==> config.mk <==
export PLATFORM = sky130hd
export DESIGN_NAME = mem_port_arbiter
export DESIGN_NICKNAME = d
export VERILOG_FILES = /design/src/rtl/mem_arb_pkg.sv /design/src/rtl/mem_lat_timer.sv /design/src/rtl/mem_port_arbiter.sv
export SDC_FILE = /design/constraint.sdc
export NUM_CORES = 1
export LEC_CHECK = 0
export ABC_CLOCK_PERIOD_IN_PS = 2100
export CORE_ASPECT_RATIO = 0.9
export CORE_MARGIN = 2
export CORE_UTILIZATION = 29
export DETAILED_ROUTE_END_ITERATION = 12
export GPL_TIMING_DRIVEN = 0
export PLACE_DENSITY = 0.77
export SLEW_MARGIN = 10
export SYNTH_ARGS = -nofsm -noshare
export SYNTH_HDL_FRONTEND = slang
export SYNTH_SLANG_ARGS = --single-unit
==> constraint.sdc <==
create_clock -name clk -period 2.1 [get_ports clk]
set_clock_uncertainty 0.05 [all_clocks]
set_input_delay 0.315 -clock clk [delete_from_list [all_inputs] [get_ports clk]]
set_output_delay 0.315 -clock clk [all_outputs]
set_load 0.01 [all_outputs]
==> src/rtl/mem_arb_pkg.sv <==
// rtl/mem_arb_pkg.sv - shared types and limits for the IF/MEM memory port arbiter
package mem_arb_pkg;

  typedef enum logic [1:0] {
    ARB_IDLE = 2'd0,
    ARB_IF   = 2'd1,
    ARB_DM   = 2'd2
  } arb_state_t;

  localparam int CNT_W       = 4;
  localparam int MEM_LAT_MIN = 1;
  localparam int MEM_LAT_MAX = (1 << CNT_W) - 1;

  function automatic bit mem_lat_legal(input int lat);
    return (lat >= MEM_LAT_MIN) && (lat <= MEM_LAT_MAX);
  endfunction

endpackage

==> src/rtl/mem_lat_timer.sv <==
// rtl/mem_lat_timer.sv - loadable down-counter that parks at zero and flags it
module mem_lat_timer
  import mem_arb_pkg::*;
(
  input  logic             clk,
  input  logic             rst_n,
  input  logic             load,
  input  logic [CNT_W-1:0] load_val,
  output logic [CNT_W-1:0] cnt,
  output logic             zero
);

  logic [CNT_W-1:0] cnt_q, cnt_d;

  always_comb begin
    cnt_d = cnt_q;
    if (load) begin
      cnt_d = load_val;
    end else if (cnt_q != '0) begin
      cnt_d = cnt_q - CNT_W'(1);
    end
  end

  always_ff @(posedge clk or negedge rst_n) begin
    if (!rst_n) begin
      cnt_q <= '0;
    end else begin
      cnt_q <= cnt_d;
    end
  end

  assign cnt  = cnt_q;
  assign zero = (cnt_q == '0);

endmodule

==> src/rtl/mem_port_arbiter.sv <==
// rtl/mem_port_arbiter.sv - shares one fixed-latency memory port between fetch and data access
// ARB_PERF_CNT_EN adds saturating stall-cycle counters perf_if_stall / perf_dm_stall.
module mem_port_arbiter
  import mem_arb_pkg::*;
#(
  parameter int ADDR_W  = 32,
  parameter int DATA_W  = 32,
  parameter int MEM_LAT = 2
) (
  input  logic              clk,
  input  logic              rst_n,
  input  logic              if_req,
  input  logic [ADDR_W-1:0] if_addr,
  output logic [DATA_W-1:0] if_rdata,
  output logic              if_valid,
  input  logic              flush_if,
  input  logic              dm_req,
  input  logic              dm_we,
  input  logic [ADDR_W-1:0] dm_addr,
  input  logic [DATA_W-1:0] dm_wdata,
  input  logic [3:0]        dm_be,
  output logic [DATA_W-1:0] dm_rdata,
  output logic              dm_done,
  output logic              mem_en,
  output logic              mem_we,
  output logic [ADDR_W-1:0] mem_addr,
  output logic [DATA_W-1:0] mem_wdata,
  output logic [3:0]        mem_be,
  input  logic [DATA_W-1:0] mem_rdata,
  output logic              stall_fetch,
  output logic              stall_mem
`ifdef ARB_PERF_CNT_EN
  ,
  output logic [31:0]       perf_if_stall,
  output logic [31:0]       perf_dm_stall
`endif
);

  if (!mem_lat_legal(MEM_LAT)) begin : g_bad_mem_lat
    $error("mem_port_arbiter: MEM_LAT out of range");
  end

  localparam logic [CNT_W-1:0] LAT_LD = CNT_W'(MEM_LAT);

  arb_state_t        state_q, state_d;
  logic              kill_q, kill_d;
  logic              mem_en_q, mem_en_d, mem_we_q, mem_we_d;
  logic [ADDR_W-1:0] mem_addr_q, mem_addr_d;
  logic [DATA_W-1:0] mem_wdata_q, mem_wdata_d;
  logic [3:0]        mem_be_q, mem_be_d;
  logic [CNT_W-1:0]  cnt;
  logic              cnt_zero, resp, arb_open, grant_dm, grant_if;

  mem_lat_timer u_timer (
    .clk      (clk),
    .rst_n    (rst_n),
    .load     (grant_dm | grant_if),
    .load_val (LAT_LD),
    .cnt      (cnt),
    .zero     (cnt_zero)
  );

  always_comb begin
    resp     = (state_q != ARB_IDLE) && cnt_zero;
    dm_done  = (state_q == ARB_DM) && resp;
    if_valid = (state_q == ARB_IF) && resp && !kill_q;
    dm_rdata = dm_done  ? mem_rdata : '0;
    if_rdata = if_valid ? mem_rdata : '0;
    stall_fetch = if_req & ~if_valid;
    stall_mem   = dm_req & ~dm_done;

    // A killed fetch did not complete, so its requester stays eligible on that edge.
    arb_open = (state_q == ARB_IDLE) || resp;
    grant_dm = arb_open && dm_req && !dm_done;
    grant_if = arb_open && !grant_dm && if_req && !flush_if && !if_valid;

    state_d = state_q;
    if (grant_dm) begin
      state_d = ARB_DM;
    end else if (grant_if) begin
      state_d = ARB_IF;
    end else if (resp) begin
      state_d = ARB_IDLE;
    end

    kill_d = kill_q;
    if (resp) begin
      kill_d = 1'b0;
    end else if ((state_q == ARB_IF) && flush_if) begin
      kill_d = 1'b1;
    end

    mem_en_d    = grant_dm | grant_if;
    mem_we_d    = grant_dm & dm_we;
    mem_addr_d  = grant_dm ? dm_addr : (grant_if ? if_addr : '0);
    mem_wdata_d = grant_dm ? dm_wdata : '0;
    mem_be_d    = grant_dm ? dm_be : (grant_if ? 4'hF : 4'h0);
  end

  always_ff @(posedge clk or negedge rst_n) begin
    if (!rst_n) begin
      state_q     <= ARB_IDLE;
      kill_q      <= 1'b0;
      mem_en_q    <= 1'b0;
      mem_we_q    <= 1'b0;
      mem_addr_q  <= '0;
      mem_wdata_q <= '0;
      mem_be_q    <= '0;
    end else begin
      state_q     <= state_d;
      kill_q      <= kill_d;
      mem_en_q    <= mem_en_d;
      mem_we_q    <= mem_we_d;
      mem_addr_q  <= mem_addr_d;
      mem_wdata_q <= mem_wdata_d;
      mem_be_q    <= mem_be_d;
    end
  end

  assign mem_en    = mem_en_q;
  assign mem_we    = mem_we_q;
  assign mem_addr  = mem_addr_q;
  assign mem_wdata = mem_wdata_q;
  assign mem_be    = mem_be_q;

`ifdef ARB_PERF_CNT_EN
  logic [31:0] perf_if_q, perf_if_d, perf_dm_q, perf_dm_d;

  always_comb begin
    perf_if_d = perf_if_q;
    perf_dm_d = perf_dm_q;
    if (stall_fetch && (perf_if_q != '1)) perf_if_d = perf_if_q + 32'd1;
    if (stall_mem && (perf_dm_q != '1)) perf_dm_d = perf_dm_q + 32'd1;
  end

  always_ff @(posedge clk or negedge rst_n) begin
    if (!rst_n) begin
      perf_if_q <= '0;
      perf_dm_q <= '0;
    end else begin
      perf_if_q <= perf_if_d;
      perf_dm_q <= perf_dm_d;
    end
  end

  assign perf_if_stall = perf_if_q;
  assign perf_dm_stall = perf_dm_q;
`endif

endmodule

Yosys cells after proc, flatten, opt, wreduce, memory -nomap -nowiden
Cells that the tools add are included.
{"block": "classes", "eq_ne": 2, "bitwise_logic": 6, "n_addsub": 1, "reduce_logical": 24, "n_mux": 14}
{"operator": "$mux W32", "n": 5}
{"operator": "$mux W4", "n": 4}
{"operator": "$logic_and A1 B1 Y1", "n": 11}
{"operator": "$mux W2", "n": 3}
{"operator": "$reduce_bool A2 Y1", "n": 3}
{"operator": "$logic_not A1 Y1", "n": 5}
{"operator": "$logic_not A4 Y1", "n": 1}
{"operator": "$reduce_bool A4 Y1", "n": 1}
{"operator": "$sub A4 B1 Y4 const B", "n": 1}
{"operator": "$and A1 B1 Y1", "n": 3}
{"operator": "$reduce_bool A3 Y1", "n": 1}
{"operator": "$eq A2 B1 Y1 const B", "n": 1}
{"operator": "$eq A2 B2 Y1 const B", "n": 1}
{"operator": "$logic_not A2 Y1", "n": 1}
{"operator": "$mux W1", "n": 2}
{"operator": "$not A1 Y1", "n": 2}
{"operator": "$logic_or A1 B1 Y1", "n": 1}
{"operator": "$or A1 B1 Y1", "n": 1}
{"block": "totals", "input_bits": 138, "elab_cells": 55, "out_inout_bits": 138, "ff_bits": 77}

Depth between registers and ports, before layout
{"block": "depth", "depth_word": 12, "mapped_depth": 8}

Modules after synthesis
From an unflattened synthesis, not the netlist that was laid out.
{"block": "hier_totals", "hier_cells": 265, "area_unflattened_um2": 3210.6}
{"module": "mem_port_arbiter", "area_per_inst_um2": 2976.6, "cells_each": 243, "seq_area_each_um2": 1826.8, "instances": 1}
{"module": "mem_lat_timer", "area_per_inst_um2": 234.0, "cells_each": 22, "seq_area_each_um2": 100.1, "instances": 1}

Worst setup path before layout
Ideal clock, no wire load.
{"block": "synth_timing", "kind": "flip-flop to output port", "start": "register u_timer.cnt_q[0] (netlist: u_timer.cnt[0])", "end": "output port if_rdata[22]", "stages_incl_launch_ff": 8, "path_buffers": 2, "path_slack_ns": -0.197, "t_arrival_ns": 1.932, "cell_sequence": "dfrtp_1 inv_1 ha_1 or3b_1 buf_6 nor4b_4 buf_2 and2_1"}
{"block": "synth_via", "elab_chain_cells": 5}
{"item": "start: declaration", "line": "mem_lat_timer.sv:13", "source": "logic [CNT_W-1:0] cnt_q, cnt_d;"}
{"item": "start signal: assignment", "line": "mem_lat_timer.sv:28", "source": "cnt_q <= cnt_d;"}
{"item": "$logic_not A4 Y1", "line": "mem_lat_timer.sv:33", "source": "assign zero = (cnt_q == '0);"}
{"item": "$logic_and A1 B1 Y1", "line": "mem_port_arbiter.sv:64", "source": "resp = (state_q != ARB_IDLE) && cnt_zero;"}
{"item": "$logic_and A1 B1 Y1 (2 in a row)", "line": "mem_port_arbiter.sv:66", "source": "if_valid = (state_q == ARB_IF) && resp && !kill_q;"}
{"item": "net if_valid", "line": "mem_port_arbiter.sv:15", "source": "output logic if_valid,"}
{"item": "$mux W32", "line": "mem_port_arbiter.sv:68", "source": "if_rdata = if_valid ? mem_rdata : '0;"}
{"item": "end: declaration", "line": "mem_port_arbiter.sv:14", "source": "output logic [DATA_W-1:0] if_rdata,"}
The timed path passes the listed nets, and every way through them passes these cells.

Worst setup path in the final report
{"block": "layout_timing", "start": "register u_timer.cnt_q[0] (netlist: u_timer.cnt[0])", "end": "output port if_rdata[15]"}
{"block": "layout_via", "elab_chain_cells": 5}
{"item": "$logic_not A4 Y1", "line": "mem_lat_timer.sv:33"}
{"item": "$logic_and A1 B1 Y1", "line": "mem_port_arbiter.sv:64"}
{"item": "$logic_and A1 B1 Y1 (2 in a row)", "line": "mem_port_arbiter.sv:66"}
{"item": "$mux W32", "line": "mem_port_arbiter.sv:68"}
Every way passes these cells.

==> reports/results.txt <==
CP endpoint kind: output port
Post-synth top flop: dfrtp_1
CTS sink count: 77
Root buf cell: clkbuf_16
DR pass1 iterations: 4
Post-Syn Area per Cell: 12.2 um2
Sum Neg Setup Slack: -35.07 ns
CTS tree: done
Final worst path period need: 2.60 ns
TritonCTS buffer count: 9
Cell variety after synth: 29
Yosys top cell by area: dfrtp_1
Storage element area: 1930 um2
Fillers: 805
Placer congestion estimate: 0.896
RR Endpoint: u_timer.cnt[1]
Ratio of cells with drive above 1 in the final layout: 0.348
Drt drc: 0
Measured slew at the worst slew-check pin: 0.545 ns
Layout area overhead: 122%
Detailed Route Iter0 Violations: 126
Worst-path maximum fanout: 5
Reg2reg path depth: 11
Post-synthesis sequential area ratio: 0.595
DR WL/cell: 17.8 um
Clk buf depth: 2
Fin crit share: 1.24
RSZ-0062 raised after global routing: yes
CP Launch Type: flop
I/O pin count: 276
WP data arrival: 2.23 ns
Global-route usage over all layers: 0.208
Worst vdd ir: 0.469 mV
Die width: 115 um
Number of global-route vias before repair: 3,479
Die area: 12,000 um2
Initial antenna violation count: 0
Global route overflow: 0
Synth top area cells: dfrtp_1, and2_1, a22o_1
Adder-cell share of the synthesized area: 0.00386
Antenna diode count: 0
Vias per cell: 4.49
Largest net degree at the start of global routing: 47
R2R setup slack: -0.31 ns
Die Ht: 104 um
Max-cap violations: 0
ANT nets after route: 0
Pleak: 3.39 nW
Fmax achieved: 0.385 GHz
Post-synthesis simple-gate area fraction: 0.242
Ys async rst share: 1.00
Htree depth: 3
DR vias: 3,349
Synth Area in Compound Gates: 0.113
Mapped cell area: 3240 um2
Post-Synth XOR/XNOR Area: 0.00270
Worst R2R Start: u_timer.cnt[0]
Slew HR: 0.637
Layout Nets: 728
Worst-path clk slew: 0.06 ns
Syn Nets: 405
Pwr dens: 962 nW/um2
Cells after Synth: 266
Main combinational cell family by area after synthesis: simple AND/OR/NAND/NOR gates
First-pass GRT wire length: 19,200 um
WP data required: 1.74 ns
Failing checks: negative setup slack
Final setup violation count: 137
Worst setup margin: -0.495 ns
Detailed Route WL: 13,300 um
Final Hold Fails: 0
Number of synthesis warnings: 0
PortBufs: 275
Rows: 36
Post-synth EDFFs: 0
DP Wirelength: 9250 um
HP Class: input pin to asynchronous set/reset pin
Setup CP Type: flop to output port
Hold WS: 0.440 ns
Area of the multi-input gates: 1410 um2
Mux cell area share after synthesis: 0.00309
Fin. max-slew vios: 0
Clk_lat worst skew: 0.33 ns
Placeable Area: 10,900 um2
Initial core utilization: 0.299
Flops & latches, synth: 77
Area share of the largest cell type after synthesis: 0.595
Status: finished, violations left
==> registers in the layout, indices dropped and copies added (netlist names) <==
register and count:
state_q 2, kill_q 1, mem_we 1, mem_wdata 32, mem_addr 32, mem_en 1
u_timer.cnt 4, mem_be 4
==> cell usage in the layout (no fill, tap or decap), types with 3 or more instances in the layout <==
master and instances:
a22o_1 32, and2_4 33, buf_2 18, clkdlybuf4s50_1 206
dfrtp_1 77, and3_1 15, and2_1 33, buf_4 20
clkbuf_2 3, clkbuf_16 9, buf_6 69, and3_4 17
buf_8 11, a21o_1 6
==> Yosys cell counts, drive strengths merged, types with 2 or more instances <==
library cell  number
nor2b              4
a21o               6
dfrtp             77
or3                2
nor2               2
buf                8
a21oi              3
clkbuf            14
and2              66
and3              32
nor3               4
inv                2
a22o              32
nor4b              2
==> metal layers <==
metal / GRT usage / vias to the layer above / share of wire / wire (um)
met5: 0 / - / 0 / 0
met4: 0.0542 / 0 / 0.015 / 204
met3: 0.0618 / 18 / 0.067 / 894
met2: 0.366 / 140 / 0.54 / 7190
met1: 0.243 / 1626 / 0.38 / 5020
li1: - / 1565 / - / -
==> critical path: stages (launching register included) <==
cell and delay, ns:
dfrtp_1 0.39, inv_2 0.08, ha_4 0.13, or3b_4 0.40, nor4b_4 0.22, buf_4 0.18
buf_8 0.13, buf_8 0.11, and2_4 0.14, buf_6 0.10
==> stage by stage <==
step                instance area [um2]   util  total power (W)  setup slack (ns)  std cells
global route                       7200  0.663          0.00726            -0.562        746
global placement                   6220  0.573          0.00444             -1.87        693
finish                             7200  0.663          0.00692            -0.495        746
CTS                                6970  0.642          0.00675            -0.589        741
detailed placement                 6240  0.575          0.00453            -0.954        694
floorplan                          3280      -          0.00312            -0.137        266
==> cell families after synthesis <==
| group | Yosys count |
|---|---|
| multiplexers | 1 |
| adder cells (fa/ha/maj) | 1 |
| AND/OR/NAND/NOR | 117 |
| flip-flops | 77 |
| AO/OA/AOI/OAI | 45 |
| buffers and inverters | 24 |
| XOR/XNOR | 1 |
==> worst max-delay path by stage <==
stage	startpoint	endpoint	slack, ns
CTS	u_timer.cnt[0]	if_rdata[8]	-0.59
finish	u_timer.cnt[0]	if_rdata[15]	-0.50
global route	u_timer.cnt[0]	if_rdata[15]	-0.56
global placement	rst_n	mem_addr[18]	-1.87
floorplan	u_timer.cnt[0]	if_rdata[10]	-0.14
detailed placement	u_timer.cnt[0]	if_rdata[11]	-0.95
==> where the power goes <==
| group | switching, W | internal, W | total, W |
|---|---|---|---|
| registers | 0.000172 | 0.00183 | 0.00200 |
| logic | 0.00138 | 0.00191 | 0.00329 |
| clock network | 0.000595 | 0.00104 | 0.00164 |
| total | 0.00215 | 0.00478 | 0.00692 |
==> repair_timing <==
item                                    CTS  global route
setup buffers                            23             8
endpoints found under the setup margin  136           144
hold buffers                              1             0
pin swaps                                29             9
hold endpoints to repair                 31             0
gates resized for setup                 389            63
cloned                                    7             0
==> area by class of cell <==
type,instances,share of cell area
Clock buffer,10,0.0318
Multi-Input combinational cell,165,0.195
Tap cell,152,0.0264
Buffer,21,0.0311
Inverter,2,0.00104
Timing Repair Buffer,313,0.435
Clock inverter,6,0.0120
Sequential cell,77,0.268
Note: power is estimated with default switching activity, not from simulation.
